[src/rtl/gf180mcu_osu_sc_clk_pkg.sv]
// Shared types and helpers for the gf180mcu OSU clock-tree generators.
// Divisor helpers operate on 32 bits; callers cast to their own width.
package gf180mcu_osu_sc_clk_pkg;

    typedef enum logic [1:0] {
        IDLE,
        RUN,
        STOP
    } state_e;

    localparam int unsigned MIN_DIV = 2;

    function automatic logic [31:0] clamp_div(input logic [31:0] n);
        return (n < 32'(MIN_DIV)) ? 32'(MIN_DIV) : n;
    endfunction

    // High phase takes the extra cycle of an odd ratio.
    function automatic logic [31:0] high_len(input logic [31:0] n);
        return n - (n >> 1);
    endfunction

endpackage

[src/rtl/gf180mcu_osu_sc_12t_clkdiv_if.sv]
// Control and output bundle of the programmable clock divider.
// The master side requests ratio/polarity; the slave side is the divider.
interface gf180mcu_osu_sc_12t_clkdiv_if #(
    parameter int WIDTH = 8
);
    logic             EN;
    logic [WIDTH-1:0] DIV;
    logic             INV;
    logic             Y;
    logic             YN;
    logic             EDGE;
    logic             DIV_ACK;
    logic             ACTIVE;

    modport master (
        output EN, DIV, INV,
        input  Y, YN, EDGE, DIV_ACK, ACTIVE
    );

    modport slave (
        input  EN, DIV, INV,
        output Y, YN, EDGE, DIV_ACK, ACTIVE
    );
endinterface

[src/rtl/gf180mcu_osu_sc_12t_clkdiv_cnt.sv]
// Period counter: counts 0..div-1 while running, wraps at div-1.
// Exposes the next count so the top can register phase in lock-step.
module gf180mcu_osu_sc_12t_clkdiv_cnt #(
    parameter int WIDTH = 8
) (
    input  logic             clk,
    input  logic             rst,
    input  logic             clr,
    input  logic             run,
    input  logic [WIDTH-1:0] div,
    output logic [WIDTH-1:0] cnt_nxt,
    output logic             boundary
);
    logic [WIDTH-1:0] cnt_q;
    logic [WIDTH-1:0] cnt_d;

    assign boundary = (cnt_q == div - WIDTH'(1));
    assign cnt_nxt  = cnt_d;

    always_comb begin
        cnt_d = cnt_q;
        if (clr) begin
            cnt_d = '0;
        end else if (run) begin
            cnt_d = boundary ? '0 : cnt_q + WIDTH'(1);
        end
    end

    always_ff @(posedge clk or posedge rst) begin
        if (rst) begin
            cnt_q <= '0;
        end else begin
            cnt_q <= cnt_d;
        end
    end
endmodule

[src/rtl/gf180mcu_osu_sc_12t_clkdiv.sv]
// Programmable glitch-free clock divider with polarity select.
// Ratio and polarity change only at period boundaries; all outputs registered.
module gf180mcu_osu_sc_12t_clkdiv
    import gf180mcu_osu_sc_clk_pkg::*;
#(
    parameter int WIDTH     = 8,
    parameter int RESET_DIV = 2
) (
    input  logic                       CLK,
    input  logic                       RST,
    gf180mcu_osu_sc_12t_clkdiv_if.slave bus
);
    state_e           state_q, state_d;
    logic [WIDTH-1:0] div_q, div_d;
    logic             inv_q, inv_d;
    logic             y_q, y_d;
    logic             yn_q, yn_d;
    logic             edge_q, edge_d;
    logic             ack_q, ack_d;
    logic             active_q, active_d;

    logic             load;
    logic             phase;
    logic             boundary;
    logic             cnt_clr;
    logic             cnt_run;
    logic [WIDTH-1:0] cnt_nxt;
    logic [WIDTH-1:0] div_cl;

    assign div_cl  = WIDTH'(clamp_div(32'(bus.DIV)));
    assign cnt_clr = (state_q == IDLE);
    assign cnt_run = (state_q != IDLE);

    gf180mcu_osu_sc_12t_clkdiv_cnt #(
        .WIDTH(WIDTH)
    ) u_cnt (
        .clk     (CLK),
        .rst     (RST),
        .clr     (cnt_clr),
        .run     (cnt_run),
        .div     (div_q),
        .cnt_nxt (cnt_nxt),
        .boundary(boundary)
    );

    always_comb begin
        state_d = state_q;
        div_d   = div_q;
        inv_d   = inv_q;
        load    = 1'b0;
        ack_d   = 1'b0;
        unique case (state_q)
            IDLE: begin
                if (bus.EN) begin
                    load    = 1'b1;
                    ack_d   = 1'b1;
                    state_d = RUN;
                end else begin
                    inv_d = 1'b0;
                end
            end
            RUN, STOP: begin
                if (boundary) begin
                    if (bus.EN) begin
                        load    = 1'b1;
                        ack_d   = (div_cl != div_q) || (bus.INV != inv_q);
                        state_d = RUN;
                    end else begin
                        state_d = IDLE;
                    end
                end else begin
                    state_d = bus.EN ? RUN : STOP;
                end
            end
            default: state_d = IDLE;
        endcase
        if (load) begin
            div_d = div_cl;
            inv_d = bus.INV;
        end
        // Phase is derived from the post-edge count so Y lands with it.
        phase    = (state_d != IDLE)
                && (32'(cnt_nxt) < high_len(32'(div_d)));
        y_d      = phase ^ inv_d;
        yn_d     = ~y_d;
        edge_d   = load;
        active_d = (state_d != IDLE);
    end

    always_ff @(posedge CLK or posedge RST) begin
        if (RST) begin
            state_q  <= IDLE;
            div_q    <= WIDTH'(RESET_DIV);
            inv_q    <= 1'b0;
            y_q      <= 1'b0;
            yn_q     <= 1'b1;
            edge_q   <= 1'b0;
            ack_q    <= 1'b0;
            active_q <= 1'b0;
        end else begin
            state_q  <= state_d;
            div_q    <= div_d;
            inv_q    <= inv_d;
            y_q      <= y_d;
            yn_q     <= yn_d;
            edge_q   <= edge_d;
            ack_q    <= ack_d;
            active_q <= active_d;
        end
    end

    assign bus.Y       = y_q;
    assign bus.YN      = yn_q;
    assign bus.EDGE    = edge_q;
    assign bus.DIV_ACK = ack_q;
    assign bus.ACTIVE  = active_q;
endmodule

[src/flat_wrapper.sv]
// flat-port wrapper written by rule: the top's interface ports become plain ports
module gf180mcu_osu_sc_12t_clkdiv_flat import gf180mcu_osu_sc_clk_pkg::*;
#(
    parameter int WIDTH     = 8,
    parameter int RESET_DIV = 2
)
  (CLK, RST, bus_EN, bus_DIV, bus_INV, bus_Y, bus_YN, bus_EDGE, bus_DIV_ACK, bus_ACTIVE);
  gf180mcu_osu_sc_12t_clkdiv_if #(.WIDTH(WIDTH)) bus_i ();
  input  logic CLK;
  input  logic RST;
  input wire logic [$bits(bus_i.EN)-1:0] bus_EN;
  input wire logic [$bits(bus_i.DIV)-1:0] bus_DIV;
  input wire logic [$bits(bus_i.INV)-1:0] bus_INV;
  output wire logic [$bits(bus_i.Y)-1:0] bus_Y;
  output wire logic [$bits(bus_i.YN)-1:0] bus_YN;
  output wire logic [$bits(bus_i.EDGE)-1:0] bus_EDGE;
  output wire logic [$bits(bus_i.DIV_ACK)-1:0] bus_DIV_ACK;
  output wire logic [$bits(bus_i.ACTIVE)-1:0] bus_ACTIVE;
  assign bus_i.EN = bus_EN;
  assign bus_i.DIV = bus_DIV;
  assign bus_i.INV = bus_INV;
  assign bus_Y = bus_i.Y;
  assign bus_YN = bus_i.YN;
  assign bus_EDGE = bus_i.EDGE;
  assign bus_DIV_ACK = bus_i.DIV_ACK;
  assign bus_ACTIVE = bus_i.ACTIVE;
  gf180mcu_osu_sc_12t_clkdiv #(.WIDTH(WIDTH), .RESET_DIV(RESET_DIV)) u_core (.CLK(CLK), .RST(RST), .bus(bus_i));
endmodule
[config.mk]
export PLATFORM = sky130hd
export DESIGN_NAME = gf180mcu_osu_sc_12t_clkdiv_flat
export DESIGN_NICKNAME = d
export VERILOG_FILES = /design/src/rtl/gf180mcu_osu_sc_clk_pkg.sv /design/src/rtl/gf180mcu_osu_sc_12t_clkdiv_if.sv /design/src/rtl/gf180mcu_osu_sc_12t_clkdiv_cnt.sv /design/src/rtl/gf180mcu_osu_sc_12t_clkdiv.sv /design/src/flat_wrapper.sv
export SDC_FILE = /design/constraint.sdc
export NUM_CORES = 1
export LEC_CHECK = 0
export CORE_ASPECT_RATIO = 1.5
export CORE_UTILIZATION = 50
export CTS_CLUSTER_SIZE = 12
export DETAILED_ROUTE_END_ITERATION = 10
export PLACE_DENSITY = 0.73
export SYNTH_ARGS = -nofsm -noshare
export SYNTH_HDL_FRONTEND = slang
export SYNTH_SLANG_ARGS = --single-unit
[constraint.sdc]
create_clock -name CLK -period 5.3 [get_ports CLK]
set_input_delay 1.06 -clock CLK [delete_from_list [all_inputs] [get_ports CLK]]
set_output_delay 1.06 -clock CLK [all_outputs]
set_load 0.01 [all_outputs]
### After elaboration in Yosys (flattened, before gate mapping)

Index checks and enable logic that the tools add are counted.

* add/sub/neg operators: 3
* $mul: 0
* divide/modulo/power cells: 0
* magnitude comparators: 2
* equality and inequality tests: 5
* shift operators: 0
* muxes and demuxes: 19
* bitwise logic cells: 2
* reduce and logical (&&, ||, !) cells: 6

Operators by type and width (number)
* 2-to-1 mux 8 bit: 5
* < comparator 8 x 32 -> 1 bit: 1
* subtractor 8 x 7 -> 9 bit: 1
* adder 8 x 1 -> 8 bit, second input constant: 1
* == test 8 bit: 1
* < comparator 8 x 2 -> 1 bit, second input constant: 1
* 2-to-1 mux 1 bit: 8
* inequality test 8 bit: 1
* subtractor 8 x 1 -> 8 bit, second input constant: 1
* 2-to-1 mux 2 bit: 3
* case mux 1 bit (2 select lines): 2
* case mux 2 bit (2 select lines): 1
* nonzero test 2 bit: 2
* == test 2 x 1 -> 1 bit, second input constant: 1
* == test 2 bit, second input constant: 1
* zero test 2 bit: 1
* OR reduction 2 bit: 1
* logical AND 1 bit: 1
* logical OR 1 bit: 1
* inequality test 1 bit: 1
* NOT 1 bit: 1
* XOR 1 bit: 1

* register bits after elaboration: 24
* latch bits: 0
* memory bits (writable): 0
* ROM bits: 0
* input bits: 12
* output and inout bits: 5
* logic and storage cells: 46
* memories kept: 0

### Logic depth before layout (Yosys ltp)

Gate-level depths: netlist (run 1).

* word-level depth: 10
* gate-level depth with buffers: 30
* depth with buffers taken out: 28

### Hierarchy

Synthesis (run 1) repeated with hierarchy kept, for this count alone.

* cells, all modules: 248
* area total of the unflattened synthesis: 2207.1 µm²

Modules (own cells, without submodules)
* gf180mcu_osu_sc_12t_clkdiv: instances 1, cells each 174, area each 1551.5 µm², sequential area each 402.9 µm²
* gf180mcu_osu_sc_12t_clkdiv_cnt: instances 1, cells each 74, area each 655.6 µm², sequential area each 200.2 µm²

### Worst setup path before layout (run 1)

No wires, ideal clock.

* path type: register to register
* from: register u_core.div_q[1]
* to: register u_core.y_q (netlist: u_core.bus.Y)
* library setup time: 119 ps
* data arrival time: 5719 ps
* required time: 5181 ps
* path slack: -538 ps
* cell stages (with the launch flop): 28
* path buffers: 2
* period minus slack after synthesis: 5838 ps
* cells stage by stage: dfstp_2 -> clkbuf_1 -> inv_1 -> ha_1 -> or3_1 -> a31oi_1 -> and3_2 -> a31oi_2 -> nor3_4 -> clkbuf_1 -> mux2i_1 -> inv_1 -> ha_1 -> a21oi_1 -> nor2b_1 -> o221ai_1 -> mux2i_1 -> maj3_2 -> o311ai_2 -> xnor2_1 -> ha_1 -> nand4_1 -> nor2_1 -> nor2_1 -> a21oi_1 -> nand2_1 -> mux2_2 -> and2_1

* word-level cells in the longest chain between the ends: 9
* elaborated cells between the ends (all ways): 16
* classes of those cells: add/sub (2); order compare (1); eq/ne (1); mux (9); bitwise (1); reduce/logical (2)

RTL lines
* start, declared: line gf180mcu_osu_sc_12t_clkdiv.sv:14 `logic [WIDTH-1:0] div_q, div_d;`
* start signal, assigned: line gf180mcu_osu_sc_12t_clkdiv.sv:93 `div_q <= WIDTH'(RESET_DIV);`
* start signal, assigned: line gf180mcu_osu_sc_12t_clkdiv.sv:102 `div_q <= div_d;`
* subtractor 8 x 1 -> 8 bit: line gf180mcu_osu_sc_12t_clkdiv_cnt.sv:17 `assign boundary = (cnt_q == div - WIDTH'(1));`
* == test 8 bit: line gf180mcu_osu_sc_12t_clkdiv_cnt.sv:17
* 2-to-1 mux 1 bit: line gf180mcu_osu_sc_12t_clkdiv.sv:63 `if (boundary) begin`
* case mux 1 bit (2 select lines): line gf180mcu_osu_sc_12t_clkdiv.sv:52 `unique case (state_q)`
* via u_core.edge_d: line gf180mcu_osu_sc_12t_clkdiv.sv:18 `logic edge_q, edge_d;`
* 2-to-1 mux 8 bit: line gf180mcu_osu_sc_12t_clkdiv.sv:77 `if (load) begin`
* via u_core.div_d[1]: line gf180mcu_osu_sc_12t_clkdiv.sv:14
* subtractor 8 x 7 -> 9 bit: line gf180mcu_osu_sc_clk_pkg.sv:19 `return n - (n >> 1);`
* < comparator 8 x 32 -> 1 bit: line gf180mcu_osu_sc_12t_clkdiv.sv:83 `&& (32'(cnt_nxt) < high_len(32'(div_d)));`
* logical AND 1 bit: line gf180mcu_osu_sc_12t_clkdiv.sv:83
* XOR 1 bit: line gf180mcu_osu_sc_12t_clkdiv.sv:84 `y_d = phase ^ inv_d;`
* via u_core.y_d: line gf180mcu_osu_sc_12t_clkdiv.sv:16 `logic y_q, y_d;`
* end signal, assigned: line gf180mcu_osu_sc_12t_clkdiv.sv:104 `y_q <= y_d;`
* end, declared: line gf180mcu_osu_sc_12t_clkdiv.sv:16

The timed path passes the listed nets, and every way through them passes these cells.

### Final worst setup path (run 1)

* from: input port bus_DIV[5]
* to: register u_core.y_q (netlist: u_core.bus.Y)

* word-level cells in the longest chain between the ends: 7

RTL lines
* start, declared: line flat_wrapper.sv:12 `input wire logic [$bits(bus_i.DIV)-1:0] bus_DIV;`
* < comparator 8 x 2 -> 1 bit: line gf180mcu_osu_sc_clk_pkg.sv:14 `return (n < 32'(MIN_DIV)) ? 32'(MIN_DIV) : n;`
* 2-to-1 mux 8 bit *: line gf180mcu_osu_sc_clk_pkg.sv:14
* 2-to-1 mux 8 bit *: line gf180mcu_osu_sc_12t_clkdiv.sv:77
* subtractor 8 x 7 -> 9 bit *: line gf180mcu_osu_sc_clk_pkg.sv:19
* < comparator 8 x 32 -> 1 bit *: line gf180mcu_osu_sc_12t_clkdiv.sv:83
* logical AND 1 bit *: line gf180mcu_osu_sc_12t_clkdiv.sv:83
* XOR 1 bit *: line gf180mcu_osu_sc_12t_clkdiv.sv:84
* via u_core.y_d: line gf180mcu_osu_sc_12t_clkdiv.sv:16

Mark *: on every way through the listed nets, which the timed path passes. The rest lies on a longest branch.

==> results.py, run 1 <==
metrics = {
    "clock_network": {
        "h-tree-depth": 1,
        "tritoncts": "built",
        "clock_latency_ns": 0.27,
        "cts_buffer_depth": 2,
        "numCtsBuffers": 3,
        "clk_pin_slew_ns": 0.08,
        "cts_hold_buf": 0,
        "cts_sinks": 24,
        "cts_root_buf": "clkbuf_8",
    },
    "place": {
        "portBuffers": 16,
        "gp_congestion": 0.851,
        "dp_cells": 333,
        "dp_hpwl_microns": 4320,
    },
    "floorplanning": {
        "dieHeight_microns": 83.4,
        "core_sq_um": 4250,
        "num_rows": 29,
        "die_w_microns": 56.3,
        "start_util_pct": 52.0,
        "ioPinCount": 17,
        "dieArea_sq_um": 4690,
    },
    "sta": {
        "setup_tns_ns": 0,
        "fmax_mhz": 190,
        "setup_viol": 0,
        "worst_slew_pin_slew_ns": 0.932,
        "fin_crit_sh_pct": 99.2,
        "timing.slew.headroom_pct": 37.8,
        "skew_ns": 0.00922,
        "min_period_ns": 5.26,
        "rsz0062_at_grt": "yes",
        "hold_viol": 0,
        "drv_slew": 0,
    },
    "pwr": {
        "leakagePower_nw": 1.26,
        "ir_drop_mv": 0.472,
        "p_per_area_nw_per_um2": 727,
    },
    "synthesis": {
        "synth-edff-count": 0,
        "syn-cell-area_sq_um": 2210,
        "async_reset_ff_share_pct": 100,
        "yosysUniqueCellTypes": 50,
        "syn-instance-count": 258,
        "yosysWarnings": 0,
        "syn_area_per_cell_sq_um": 8.56,
        "synth-main-ff-cell": "dfrtp_1",
        "synth_nets": 289,
        "synth_seq_area_share_pct": 27.3,
        "ys_seq_elements": 24,
    },
    "grt": {
        "track_usage_pct": 24.3,
        "first_global_vias": 2021,
        "grt_start_max_net_pins": 25,
        "grt_pass1_wl_microns": 8980,
        "gr-total-overflow": 0,
        "antenna_found_initial": 0,
    },
    "final_layout": {
        "synthToLayoutAreaGrowth_pct": 29.7,
        "layout-drive-gt1-share_pct": 27.7,
        "finalNonFillerCells": 342,
        "nFillCells": 353,
        "nets": 329,
        "antenna_cells": 0,
    },
    "critical_path": {
        "critPathLaunchType": "input pin",
        "reg2reg_slack_ns": 0.07,
        "end_kind": "flop",
        "cp_max_fo": 4,
        "endpoint": "u_core.bus.Y$_DFF_PP0_",
        "critPathKind": "in -> reg",
        "crit_path_start": "bus_DIV[5]",
        "r2r_start": "u_core.div_q[1]$_DFF_PP1_",
        "r2r_cells": 27,
        "critPathRequiredTime_ns": 5.46,
        "worst_r2r_endpoint": "u_core.bus.Y$_DFF_PP0_",
        "cp_data_arrival_time_ns": 5.42,
    },
    "route": {
        "antenna_left": 0,
        "wl_per_cell_microns": 16.3,
        "firstDrtPassIters": 4,
        "drc": 0,
        "via_count": 2010,
        "routed_wl_microns": 5570,
        "via_per_inst": 5.88,
        "dr.first_iter.drc_count": 68,
    },
    "min_path": {
        "hold_path.class": "reg -> reg",
    },
    "run": {
        "cap_violations": 0,
    },
    "outcome": {
        "status": "finished clean",
    },
}
registers in the layout, indices dropped and copies added, names as in the netlist, named ones only:
register            cells
u_core.bus.ACTIVE       1
u_core.bus.DIV_ACK      1
u_core.bus.EDGE         1
u_core.bus.Y            1
u_core.bus.YN           1
u_core.div_q            7
u_core.inv_q            1
u_core.state_q          2
u_core.u_cnt.cnt_q      8
layer usage:
| metal | wire length [microns] | global-route usage [%] |
|---|---|---|
| met1 | 2250 | 27.6 |
| met2 | 3040 | 46.4 |
| met4 | 163 | 8.65 |
| met3 | 117 | 1.56 |
| met5 | 0 | 0 |
stage by stage:
stage	util, %	setup slack [ns]	cell area (sq um)	hold WS, ns	total power, mW
after floorplan	-	0.000404	2360	0.521	1.42
after global placement	63.9	-0.227	2710	0.550	1.83
after detailed placement	63.9	-0.332	2710	0.597	1.87
after CTS	66.3	0.00853	2820	0.609	2.01
after global routing	67.5	-0.226	2860	0.635	2.24
final	67.5	0.0402	2860	0.608	2.08
logic make-up after synthesis:
family / Yosys count / share of synthesized area, %
flip-flops: 24 / 27.3
adder cells (fa/ha/maj): 20 / 11.6
AND/OR/NAND/NOR: 87 / 21.0
multiplexers: 16 / 7.76
XOR/XNOR: 31 / 12.3
buffers and inverters: 36 / 6.57
AO/OA/AOI/OAI: 44 / 13.5
timing repair:
item,4_1_cts,5_1_grt
gates resized for setup,11,9
buffers inserted,4,2
setup endpoints to repair,1,2
pin swaps,11,9
cells in the final DEF (no fill, tap or decap), types with 4 or more instances in the layout:
master,instances
dfrtp_1,22
mux2i_1,5
inv_1,18
buf_4,31
nand4_1,4
xnor2_1,20
a21oi_1,7
o21ai_0,6
nand3_1,6
nor3_1,7
nor2_1,19
mux2_2,6
nor2b_1,6
clkdlybuf4s50_1,14
ha_1,15
nand2_1,15
nand2b_1,5
xor2_1,11
critical path, stage by stage:
cell and delay, ns:
clkdlybuf4s50_1 0.42, or3_4 0.34, or4_4 0.47, o21ai_2 0.15
mux2_4 0.18, ha_4 0.13, fa_2 0.27, o22ai_2 0.08
a221oi_2 0.29, a221oi_1 0.12, mux2_4 0.30, nor3_4 0.12
xnor2_1 0.09, ha_1 0.29, nor2b_1 0.14, o21ai_1 0.08
nand2b_1 0.10, nor3_2 0.06, a21oi_2 0.20, nand2_1 0.08
mux2_4 0.28, and2_1 0.15
cell usage after synthesis (all sizes together), types with 7 or more instances:
cell type  instances  area, sq um
nor2              20         75.1
dfrtp             22          551
a21oi              9         45.0
xnor2             20          175
o21ai             10         50.0
clkbuf             8         30.0
xor2              11         96.3
nand3              7         35.0
nor3              11         71.3
mux2               9          101
mux2i              7         70.1
nand2             15         56.3
inv               22         82.6
ha                18          225
final cells by class:
class	count	area [sq um]	area share [%]
clock buffers	3	41.3	1.44
inverters	22	85.1	2.97
multi-input cells	198	1650	57.5
flip-flops and latches	24	603	21.1
well taps	46	57.6	2.01
repair buffers	49	430	15.0
worst min-delay path by stage:
stage,from,endpoint,slack [ns],depth (start not counted)
after detailed placement,u_core.u_cnt.cnt_q[0]$_DFF_PP0_,u_core.u_cnt.cnt_q[0]$_DFF_PP0_,0.60,1
after CTS,u_core.u_cnt.cnt_q[0]$_DFF_PP0_,u_core.u_cnt.cnt_q[0]$_DFF_PP0_,0.61,1
after global routing,u_core.state_q[0]$_DFF_PP0_,u_core.state_q[0]$_DFF_PP0_,0.63,2
after floorplan,u_core.u_cnt.cnt_q[0]$_DFF_PP0_,u_core.u_cnt.cnt_q[0]$_DFF_PP0_,0.52,1
final,u_core.state_q[0]$_DFF_PP0_,u_core.state_q[0]$_DFF_PP0_,0.61,2
after global placement,u_core.state_q[0]$_DFF_PP0_,u_core.state_q[0]$_DFF_PP0_,0.55,2
power by group:
part | internal (mW) | switching [mW] | total (mW)
Combinational | 0.818 | 0.823 | 1.64
Clock | 0.0509 | 0.0596 | 0.110
Sequential | 0.260 | 0.0699 | 0.330
(Power assumes the default switching activity.)
==> run 2, diff against run 1 <==
--- a/config.mk
+++ b/config.mk
@@ -5,7 +5,7 @@
 export SDC_FILE = /design/constraint.sdc
 export NUM_CORES = 1
 export LEC_CHECK = 0
-export CORE_ASPECT_RATIO = 1.5
+export CORE_ASPECT_RATIO = 1.4
 export CORE_UTILIZATION = 50
 export CTS_CLUSTER_SIZE = 12
 export DETAILED_ROUTE_END_ITERATION = 10
==> results.py, run 2 (synthesis results as in run 1) <==
metrics = {
    "critical_path": {
        "critPathLaunchType": "input pin",
        "reg2reg_slack_ns": 0.10,
        "critPathKind": "in -> reg",
        "slowest_stage": "or4_4",
        "slowest_delay_ns": 0.47,
        "cp_data_arrival_time_ns": 5.39,
        "critPathRequiredTime_ns": 5.47,
        "worst_r2r_endpoint": "u_core.bus.Y$_DFF_PP0_",
        "cp_max_fo": 4,
        "r2r_start": "u_core.div_q[1]$_DFF_PP1_",
        "end_kind": "flop",
        "r2r_cells": 26,
        "crit_chain": "clkdlybuf4s50_1, or3_4, or4_4, o21ai_2, mux2_4, ha_4, fa_2, o22ai_2, a221oi_2, a221oi_2, mux2_4, nor3_4, xnor2_1, ha_1, nor2b_1, o21ai_1, nand2b_1, nor3_2, a21oi_2, nand2_1, mux2_2, and2_1",
    },
    "clock_network": {
        "cts_buffer_depth": 2,
        "numCtsBuffers": 3,
        "clock_latency_ns": 0.28,
        "h-tree-depth": 1,
        "cts_sinks": 24,
        "tritoncts": "built",
        "cts_root_buf": "clkbuf_8",
        "clk_pin_slew_ns": 0.09,
        "cts_hold_buf": 0,
    },
    "grt": {
        "grt_start_max_net_pins": 25,
        "use_met3_pct": 2.25,
        "first_global_vias": 1970,
        "met1_usage_pct": 31.8,
        "gr-total-overflow": 0,
        "busiest_layer": "met2",
        "antenna_found_initial": 0,
        "grtUsageMet2_pct": 46.4,
        "track_usage_pct": 25.7,
        "grt_pass1_wl_microns": 9180,
    },
    "route": {
        "dr.first_iter.drc_count": 97,
        "antenna_left": 0,
        "via_per_inst": 5.60,
        "via_count": 2029,
        "firstDrtPassIters": 4,
        "wl_per_cell_microns": 16.0,
        "drc": 0,
        "routed_wl_microns": 5780,
    },
    "sta": {
        "setup_viol": 0,
        "timing.slew.headroom_pct": 33.0,
        "fin_crit_sh_pct": 98.5,
        "worst_slew_pin_slew_ns": 1.00,
        "min_period_ns": 5.22,
        "drv_slew": 0,
        "rsz0062_at_grt": "yes",
        "skew_ns": 0.00538,
        "fmax_mhz": 191,
        "whs_ns": 0.577,
        "hold_viol": 0,
    },
    "run": {
        "cap_violations": 0,
    },
    "final_layout": {
        "finish.utilization_pct": 71.2,
        "regMostFlops": "u_core.u_cnt.cnt_q",
        "antenna_cells": 0,
        "layout_commonest_cell": "buf_4",
        "layout-drive-gt1-share_pct": 31.5,
        "mostFrequentLayoutCells": "buf_4, dfrtp_1, xnor2_1, nor2_1, inv_1",
        "reg_top3": "u_core.u_cnt.cnt_q: 8 flops, u_core.div_q: 7 flops, u_core.state_q: 2 flops",
        "finalNonFillerCells": 362,
        "largest_register_ffs": 8,
        "synthToLayoutAreaGrowth_pct": 36.7,
        "nets": 334,
    },
    "pwr": {
        "p_sw_mw": 1.01,
        "p_sw_share_pct": 44.5,
        "p_per_area_nw_per_um2": 749,
        "pwr-share-clk_pct": 7.4,
        "leakagePower_nw": 1.31,
        "p_seq_share_pct": 14.7,
        "ir_drop_mv": 0.427,
        "p_int_mw": 1.26,
        "p_comb_share_pct": 77.9,
    },
    "floorplanning": {
        "num_rows": 28,
        "dieHeight_microns": 80.6,
        "core_sq_um": 4240,
        "start_util_pct": 52.1,
        "die_w_microns": 58.2,
        "ioPinCount": 17,
        "dieArea_sq_um": 4690,
    },
    "place": {
        "gp_congestion": 0.812,
        "portBuffers": 16,
        "dp_cells": 344,
        "dp_hpwl_microns": 4080,
    },
    "outcome": {
        "status": "finished clean",
    },
    "min_path": {
        "whs_path_depth": 2,
        "min_to": "u_core.state_q[0]$_DFF_PP0_",
        "min_from": "u_core.state_q[0]$_DFF_PP0_",
        "hold_path.class": "reg -> reg",
    },
}
## run 2: cell types whose count changed in the layout (fill, tap and decap cells not counted), sizes merged
cell / delta
dlygate4sd2: -2
bufinv: +1
clkdlybuf4s50: +2
buf: +4
clkbuf: +1
## run 2: critical path, delay by kind of cell
kind,cells,cell delay (ns)
xor+xnor,1,0.09
mux,3,0.75
fa+ha+maj,3,0.70
buf+inv,1,0.42
compound gates,6,0.89
simple gates,8,1.48
## run 2: worst max-delay path by stage
stage                             end                      start  cells past startpoint  slack (ns)
2_1_floorplan  u_core.bus.Y$_DFF_PP0_  u_core.div_q[1]$_DFF_PP1_                     28      0.0004
4_1_cts        u_core.bus.Y$_DFF_PP0_  u_core.div_q[1]$_DFF_PP1_                     27       0.004
5_1_grt        u_core.bus.Y$_DFF_PP0_  u_core.div_q[1]$_DFF_PP1_                     28       -0.17
6_report       u_core.bus.Y$_DFF_PP0_                 bus_DIV[4]                     22        0.08
3_5_place_dp   u_core.bus.Y$_DFF_PP0_                 bus_DIV[5]                     23       -0.35
3_3_place_gp   u_core.bus.Y$_DFF_PP0_                 bus_DIV[5]                     23       -0.24
## run 2: cell type report
cell class	instances	area, sq um
multi-input combinational	198	1710
fill	309	1220
sequential	24	603
timing repair buffer	54	475
inverter	22	85.1
tap	60	75.1
clock buffer	3	41.3
clock inverter	1	30.0
## run 2: per-layer routing
| metal | routed length [microns] | vias to the layer above |
|---|---|---|
| li1 | - | 990 |
| met1 | 2370 | 984 |
| met2 | 3080 | 39 |
| met3 | 172 | 16 |
| met4 | 150 | 0 |
| met5 | 0 | - |
## run 2: through the flow
stage	TNS [ns]	worst slack, ns	power [mW]	area (sq um)
floorplan	0	0.000404	1.42	2360
global placement	-0.389	-0.240	1.79	2700
detailed placement	-0.596	-0.349	1.81	2700
CTS	0	0.00359	2.03	2820
global route	-0.310	-0.170	2.42	3020
finish	0	0.0780	2.26	3020
## run 2: power groups by stage
stage | Combinational, mW | Clock (mW) | Sequential (mW)
after floorplan | 1.12 | 0 | 0.307
final | 1.76 | 0.168 | 0.331
after global placement | 1.46 | 0 | 0.328
after detailed placement | 1.48 | 0 | 0.331
after CTS | 1.54 | 0.171 | 0.328
after global routing | 1.90 | 0.178 | 0.341
## run 2: what timing repair did
action                     in CTS  in global routing
cloned                          0                  1
setup endpoints to repair       1                  2
pin swaps                       9                 16
resized for setup              11                 18
buffers inserted                1                 12
